===== src/rtl/pipe_pkg.sv =====
// Shared definitions for the pipeline hazard/forwarding logic: FSM state
// encodings, forwarding-source codes and the default special registers.
package pipe_pkg;

  typedef enum logic [1:0] {
    ST_IDLE     = 2'b00,
    ST_LU       = 2'b01,
    ST_MEM_WAIT = 2'b10,
    ST_ERR      = 2'b11
  } fsm_state_e;

  localparam logic [1:0] FWD_RF  = 2'b00;
  localparam logic [1:0] FWD_EX  = 2'b01;
  localparam logic [1:0] FWD_MEM = 2'b10;
  localparam logic [1:0] FWD_WB  = 2'b11;

  localparam int unsigned ZERO_REG_DEF  = 0;
  localparam int unsigned NOFWD_REG_DEF = 30;
  localparam int unsigned LINK_REG_DEF  = 31;

endpackage


===== src/rtl/fwd_src_sel.sv =====
// Forwarding-source selection for one ID source operand. The youngest
// in-flight producer wins (EX > MEM > WB); the CALL link path in WB is the
// lowest-priority source before the register file.
module fwd_src_sel
  import pipe_pkg::*;
#(
  parameter int unsigned REG_AW    = 5,
  parameter int unsigned ZERO_REG  = ZERO_REG_DEF,
  parameter int unsigned NOFWD_REG = NOFWD_REG_DEF,
  parameter int unsigned LINK_REG  = LINK_REG_DEF
) (
  input  logic [REG_AW-1:0] src_i,
  input  logic              valid_i,
  input  logic [REG_AW-1:0] rw_ex_i,
  input  logic              regwrite_ex_i,
  input  logic [REG_AW-1:0] rw_mem_i,
  input  logic              regwrite_mem_i,
  input  logic [REG_AW-1:0] rw_wb_i,
  input  logic              regwrite_wb_i,
  input  logic              link_wb_i,
  output logic [1:0]        sel_o
);

  localparam logic [REG_AW-1:0] ZERO_A  = REG_AW'(ZERO_REG);
  localparam logic [REG_AW-1:0] NOFWD_A = REG_AW'(NOFWD_REG);
  localparam logic [REG_AW-1:0] LINK_A  = REG_AW'(LINK_REG);

  logic src_elig;
  logic ex_hit;
  logic mem_hit;
  logic wb_hit;
  logic link_hit;

  // A destination equal to an eligible source is itself eligible, so only
  // the source side needs the explicit eligibility test.
  assign src_elig = valid_i && (src_i != ZERO_A) && (src_i != NOFWD_A);
  assign ex_hit   = src_elig && regwrite_ex_i  && (rw_ex_i  == src_i);
  assign mem_hit  = src_elig && regwrite_mem_i && (rw_mem_i == src_i);
  assign wb_hit   = src_elig && regwrite_wb_i  && (rw_wb_i  == src_i);
  assign link_hit = valid_i && link_wb_i && (src_i == LINK_A);

  // Priority encode the forwarding source, youngest producer first.
  always_comb begin
    // NOTE: every always_comb output gets a default first so no path leaves it unassigned (no latch).
    sel_o = FWD_RF;
    if (ex_hit)        sel_o = FWD_EX;
    else if (mem_hit)  sel_o = FWD_MEM;
    else if (wb_hit)   sel_o = FWD_WB;
    else if (link_hit) sel_o = FWD_WB;
  end

endmodule


===== src/rtl/hazard_fwd_scoreboard.sv =====
// ID-stage forwarding and stall controller. Selects a forwarding source per
// operand, stalls on load-use and on loads still waiting in MEM, tracks the
// wait in an FSM with a timeout watchdog, and counts stalled cycles.
module hazard_fwd_scoreboard
  import pipe_pkg::*;
#(
  parameter int unsigned REG_AW    = 5,
  parameter int unsigned NUM_SRC   = 3,
  parameter int unsigned ZERO_REG  = ZERO_REG_DEF,
  parameter int unsigned NOFWD_REG = NOFWD_REG_DEF,
  parameter int unsigned LINK_REG  = LINK_REG_DEF,
  parameter int unsigned MAX_WAIT  = 15,
  parameter int unsigned WAIT_W    = 4,
  parameter int unsigned CNT_W     = 16
) (
  input  logic                      clk,
  input  logic                      rst_n,
  input  logic [NUM_SRC*REG_AW-1:0] src_addr,
  input  logic [NUM_SRC-1:0]        src_valid,
  input  logic [REG_AW-1:0]         rw_ex,
  input  logic                      regwrite_ex,
  input  logic                      mem_rd_ex,
  input  logic [REG_AW-1:0]         rw_mem,
  input  logic                      regwrite_mem,
  input  logic                      mem_rd_mem,
  input  logic                      mem_ack,
  input  logic [REG_AW-1:0]         rw_wb,
  input  logic                      regwrite_wb,
  input  logic                      link_wb,
  input  logic                      flush,
  input  logic                      cnt_clr,
  output logic [NUM_SRC*2-1:0]      fwd_sel,
  output logic                      stall,
  output logic [1:0]                state,
  output logic                      timeout_err,
  output logic [CNT_W-1:0]          stall_cnt
);

  localparam logic [WAIT_W-1:0] WAIT_LAST = WAIT_W'(MAX_WAIT - 1);

  logic [1:0]        sel_raw [NUM_SRC];
  logic              lu_haz;
  logic              mw_haz;
  fsm_state_e        state_q, state_d;
  logic [WAIT_W-1:0] wait_q, wait_d;
  logic              err_q, err_d;
  logic [CNT_W-1:0]  cnt_q, cnt_d;

  for (genvar i = 0; i < NUM_SRC; i++) begin : g_src
    fwd_src_sel #(
      .REG_AW   (REG_AW),
      .ZERO_REG (ZERO_REG),
      .NOFWD_REG(NOFWD_REG),
      .LINK_REG (LINK_REG)
    ) u_sel (
      .src_i         (src_addr[i*REG_AW +: REG_AW]),
      .valid_i       (src_valid[i]),
      .rw_ex_i       (rw_ex),
      .regwrite_ex_i (regwrite_ex),
      .rw_mem_i      (rw_mem),
      .regwrite_mem_i(regwrite_mem),
      .rw_wb_i       (rw_wb),
      .regwrite_wb_i (regwrite_wb),
      .link_wb_i     (link_wb),
      .sel_o         (sel_raw[i])
    );
  end

  // OR-reduce per-operand hazards and pack the selects; outputs are held at
  // RF while reset is asserted.
  always_comb begin
    lu_haz  = 1'b0;
    mw_haz  = 1'b0;
    fwd_sel = '0;
    for (int i = 0; i < NUM_SRC; i++) begin
      if ((sel_raw[i] == FWD_EX) && mem_rd_ex) lu_haz = 1'b1;
      if ((sel_raw[i] == FWD_MEM) && mem_rd_mem && !mem_ack) mw_haz = 1'b1;
      fwd_sel[i*2 +: 2] = rst_n ? sel_raw[i] : FWD_RF;
    end
  end

  assign stall = rst_n && !flush && (lu_haz || mw_haz);

  // Next state, wait counter and sticky timeout flag.
  always_comb begin
    state_d = state_q;
    wait_d  = '0;
    err_d   = err_q;
    if (flush) begin
      state_d = ST_IDLE;
    end else if (state_q == ST_ERR) begin
      state_d = ST_ERR;
    end else if (lu_haz) begin
      state_d = ST_LU;
    end else if (mw_haz) begin
      if ((state_q == ST_MEM_WAIT) && (wait_q == WAIT_LAST)) begin
        state_d = ST_ERR;
        err_d   = 1'b1;
      end else begin
        state_d = ST_MEM_WAIT;
        wait_d  = wait_q + WAIT_W'(1);
      end
    end else begin
      state_d = ST_IDLE;
    end
  end

  // Saturating stall-cycle counter; clear beats a simultaneous increment.
  always_comb begin
    cnt_d = cnt_q;
    if (cnt_clr)                         cnt_d = '0;
    else if (stall && (cnt_q != '1))     cnt_d = cnt_q + CNT_W'(1);
  end

  // State registers; all clear asynchronously, including mid-stall.
  always_ff @(posedge clk or negedge rst_n) begin
    // NOTE: sequential state uses non-blocking assignments so every register samples pre-edge values.
    if (!rst_n) begin
      state_q <= ST_IDLE;
      wait_q  <= '0;
      err_q   <= 1'b0;
      cnt_q   <= '0;
    end else begin
      state_q <= state_d;
      wait_q  <= wait_d;
      err_q   <= err_d;
      cnt_q   <= cnt_d;
    end
  end

  assign state       = state_q;
  assign timeout_err = err_q;
  assign stall_cnt   = cnt_q;

endmodule

===== config.mk =====
export PLATFORM = sky130hd
export DESIGN_NAME = hazard_fwd_scoreboard
export DESIGN_NICKNAME = d
export VERILOG_FILES = /design/src/rtl/pipe_pkg.sv /design/src/rtl/fwd_src_sel.sv /design/src/rtl/hazard_fwd_scoreboard.sv
export SDC_FILE = /design/constraint.sdc
export NUM_CORES = 1
export LEC_CHECK = 0
export ABC_AREA = 1
export BUFFER_PORTS_ARGS = -buffer_cell sky130_fd_sc_hd__clkbuf_2
export CAP_MARGIN = 20
export CORE_MARGIN = 3
export CORE_UTILIZATION = 45
export DETAILED_ROUTE_END_ITERATION = 12
export HOLD_SLACK_MARGIN = 0.12
export PLACE_DENSITY = 0.82
export SLEW_MARGIN = 40
export SYNTH_ARGS = -nofsm -noshare
export SYNTH_HDL_FRONTEND = slang
export SYNTH_HIERARCHICAL = 1
export SYNTH_SLANG_ARGS = --single-unit

===== constraint.sdc =====
create_clock -name clk -period 1.59 [get_ports clk]
set_input_delay 0.0795 -clock clk [delete_from_list [all_inputs] [get_ports clk]]
set_output_delay 0.0795 -clock clk [all_outputs]
set_load 0.02 [all_outputs]

==> run_results.csv <==
group,metric,value,unit
timing,timing.final.hold_violations,0,
worst_setup_path,critPathKind,"in -> reg",
synthesis,synth-seq-area-share,0.216,
worst_setup_path,crit_chain,"clkbuf_4 > inv_2 > nand2_1 > nand2_1 > nor2_2 > nand3_1 > o21bai_4 > nor2_2 > nor2_2 > inv_1 > nand2_1 > nand3_2 > nand2_2 > buf_6 > nand2_4 > nand3_4 > buf_6 > nand3_2 > nand2_1",
grt,grt_pass1_vias,3082,
synthesis,synthMuxAreaShare,0,
synthesis,synth_xor_area_frac,0.0856,
final_layout,syn_to_final_growth,47.3,%
final_layout,final_cell_mix,"nand2_1 (132), nor2_1 (64), clkbuf_2 (46), inv_1 (42), buf_4 (38)",
placed_design,gp_congestion,0.904,
routing,routedWlPerCell,13.4,microns
floorplanning,initial_utilization,0.474,
synthesis,netlist_instances,456,
grt,antenna_found_initial,0,
routing,dr.pass1.iters,5,
cts,htreeDepth,1,
worst_setup_path,cpMostUsedCell,"nand2_1",
timing,whs,205,ps
synthesis,synth_nets,503,
synthesis,ys_types,33,
grt,grt.total_usage,0.223,
routing,avgViaCountPerCell,5.26,
synthesis,synth-seq-cells,23,
timing,skew,1.64,ps
worst_setup_path,cp-start-kind,"primary input",
synthesis,synth-simple-area-share,0.515,
routing,drc,0,
worst_setup_path,crit_arrival,1950,ps
routing,drt-initial-drc-count,179,
synthesis,synth_top_family_by_area,"simple AND/OR/NAND/NOR gates",
floorplanning,fp.dieW,82.9,microns
timing,layout_setup_ws,-143,ps
timing,rsz0062_at_grt,"yes",
grt,grt_max_degree,30,
synthesis,synth_compound_area_frac,0.0579,
floorplanning,io_pins,70,
final_layout,final_common_cell,"nand2_1",
final_layout,fillers,420,
hold_path,whs_path_depth,3,
grt,grt_overflow,0,
cts,cts_sinks,23,
power,ir_worst_vdd,0.341,mV
worst_setup_path,rr_endpoint,"stall_cnt[4]",
worst_setup_path,path_depth,19,
worst_setup_path,ff2ff_path_depth,10,
cts,root_buffer,"clkbuf_8",
final_layout,regArea,577,sq um
synthesis,yosysWarningCount,6,
floorplanning,dieArea,6870,sq um
worst_setup_path,slowest_stage,"buf_6",
placed_design,dp_hpwl,5900,microns
worst_setup_path,rr_startpoint,"stall_cnt[0]",
routing,routed_wl,8560,microns
synthesis,syn_area_per_cell,5.83,sq um
timing,tightest_slew,501,ps
outcome,status,"finished with violations",
cts,cts_tree,"done",
worst_setup_path,cpLargestDelayFamily,"simple AND/OR/NAND/NOR gates",
cts,path_clk_slew,90,ps
cts,max-clock-path-buffers,2,
grt,grt_pass1_wl,13200,microns
final_layout,stdcell_area,3920,sq um
worst_setup_path,required,1800,ps
hold_path,hold_path_class,"in -> reg",
worst_setup_path,r2r_slack,-70,ps
placed_design,numPortBuffers,69,
synthesis,synth_adder_area_share,0.0141,
final_layout,drive_above_1_share,0.383,
timing,slew_headroom,0.664,
outcome,failed_checks,"negative setup slack",
worst_setup_path,crit_path_end_kind,"register",
placed_design,dpl_cell_area,3280,sq um
synthesis,synthesis.area,2660,sq um
job,cap_violations,0,
timing,drv_slew,0,
final_layout,multi_input_area,2100,sq um
worst_setup_path,path_max_fanout,7,
floorplanning,coreArea,5610,sq um
worst_setup_path,crit_start,"src_addr[13]",
timing,fin_crit_sh,1.09,
routing,ant_nets,0,
timing,period_minus_slack,1730,ps
timing,fmax,577,MHz
final_layout,nNetsFinal,615,
power,power,0.00163,W
worst_setup_path,critPathMaxStageDelay,180,ps
final_layout,antenna_cells,0,
power,pwr_density_cell,416,nW/um^2
timing,finalSetupViolations,22,
floorplanning,rows,27,
cts,clock_latency,270,ps
worst_setup_path,cp-endpoint,"stall_cnt[10]",
power,leakage,2.00,nW
cts,cts_buffers,3,
worst_setup_path,path_buf_inv,5,
floorplanning,dieHeight,82.9,microns
routing,num_vias,3362,
tightest hold or removal path, stage by stage:
cell and delay [ps]:
clkbuf_2 120, a21boi_0 120, o21bai_1 120
worst min-delay path by stage:
| stage | from | endpoint |
|---|---|---|
| CTS | mem_rd_ex | state[0] |
| floorplan | rst_n | stall_cnt[0] |
| global route | mem_rd_ex | state[0] |
| global placement | rst_n | state[1] |
| detailed placement | rst_n | state[1] |
| finish | mem_rd_ex | state[0] |
final cells by class:
class                      count  area share
clock buffer                   4      0.0115
inverter                      59      0.0565
multi-input combinational    364       0.536
sequential                    23       0.147
tap                           72      0.0230
timing repair buffer         117       0.225
logic make-up after synthesis:
group / count (synthesis)
flip-flops: 23
XOR/XNOR: 26
AO/OA/AOI/OAI: 24
adder cells (fa/ha/maj): 3
buffers and inverters: 70
AND/OR/NAND/NOR: 310
repair_timing:
action,4_1_cts,5_1_grt
endpoints found under the hold margin,25,0
setup endpoints to repair,17,27
buffers inserted,7,4
pin swaps,26,40
hold buffers,2,0
resized for setup,54,74
gates cloned,2,0
cell usage after synthesis:
master / n / area share
a21boi_0: 2 / 0.0056
a21o_1: 1 / 0.0028
a21oi_1: 4 / 0.0075
and2_1: 1 / 0.0024
buf_2: 4 / 0.0075
buf_4: 3 / 0.0085
buf_6: 2 / 0.0085
clkbuf_1: 2 / 0.0028
clkinv_1: 2 / 0.0028
dfrtp_1: 23 / 0.22
ha_1: 3 / 0.014
inv_1: 44 / 0.062
inv_2: 13 / 0.018
nand2_1: 149 / 0.21
nand2_2: 4 / 0.0094
nand2_4: 1 / 0.0042
nand3_1: 37 / 0.070
nand3_2: 3 / 0.011
nand3_4: 1 / 0.0066
nand3b_1: 4 / 0.011
nand4_1: 8 / 0.019
nor2_1: 75 / 0.11
nor2_2: 10 / 0.024
nor2_4: 2 / 0.0085
nor2b_1: 3 / 0.0071
nor3_1: 8 / 0.015
nor3b_1: 4 / 0.011
o21ai_0: 7 / 0.013
o21ai_1: 4 / 0.0075
o21bai_1: 3 / 0.0085
o21bai_2: 3 / 0.013
xnor2_1: 12 / 0.040
xor2_1: 14 / 0.046
power by group:
group / total [W] / switching [W] / internal (W)
combinational: 0.000641 / 0.000350 / 0.000291
clock: 0.000383 / 0.000203 / 0.000180
sequential: 0.000606 / 0.0000105 / 0.000596
per-layer routing:
metal	vias to the layer above	track usage	wire length [microns]
met5	-	0	0
met4	0	0.0862	214
met3	24	0.0208	537
met2	148	0.405	4420
met1	1551	0.270	3390
li1	1639	-	-
registers in the layout (all words and copies together), names as in the netlist:
name and count:
stall_cnt 16, wait_q 4, state 2, timeout_err 1
through the flow:
step | std cells | utilization | TNS (ps) | setup slack (ps)
finish | 639 | 0.699 | -1980 | -143
global route | 639 | 0.699 | -6020 | -296
CTS | 635 | 0.650 | -454 | -44.6
detailed placement | 620 | 0.585 | -6820 | -316
global placement | 620 | 0.585 | -5460 | -261
floorplan | 456 | - | -962 | -90.0
No activity file was read; power rests on OpenSTA's default activity.
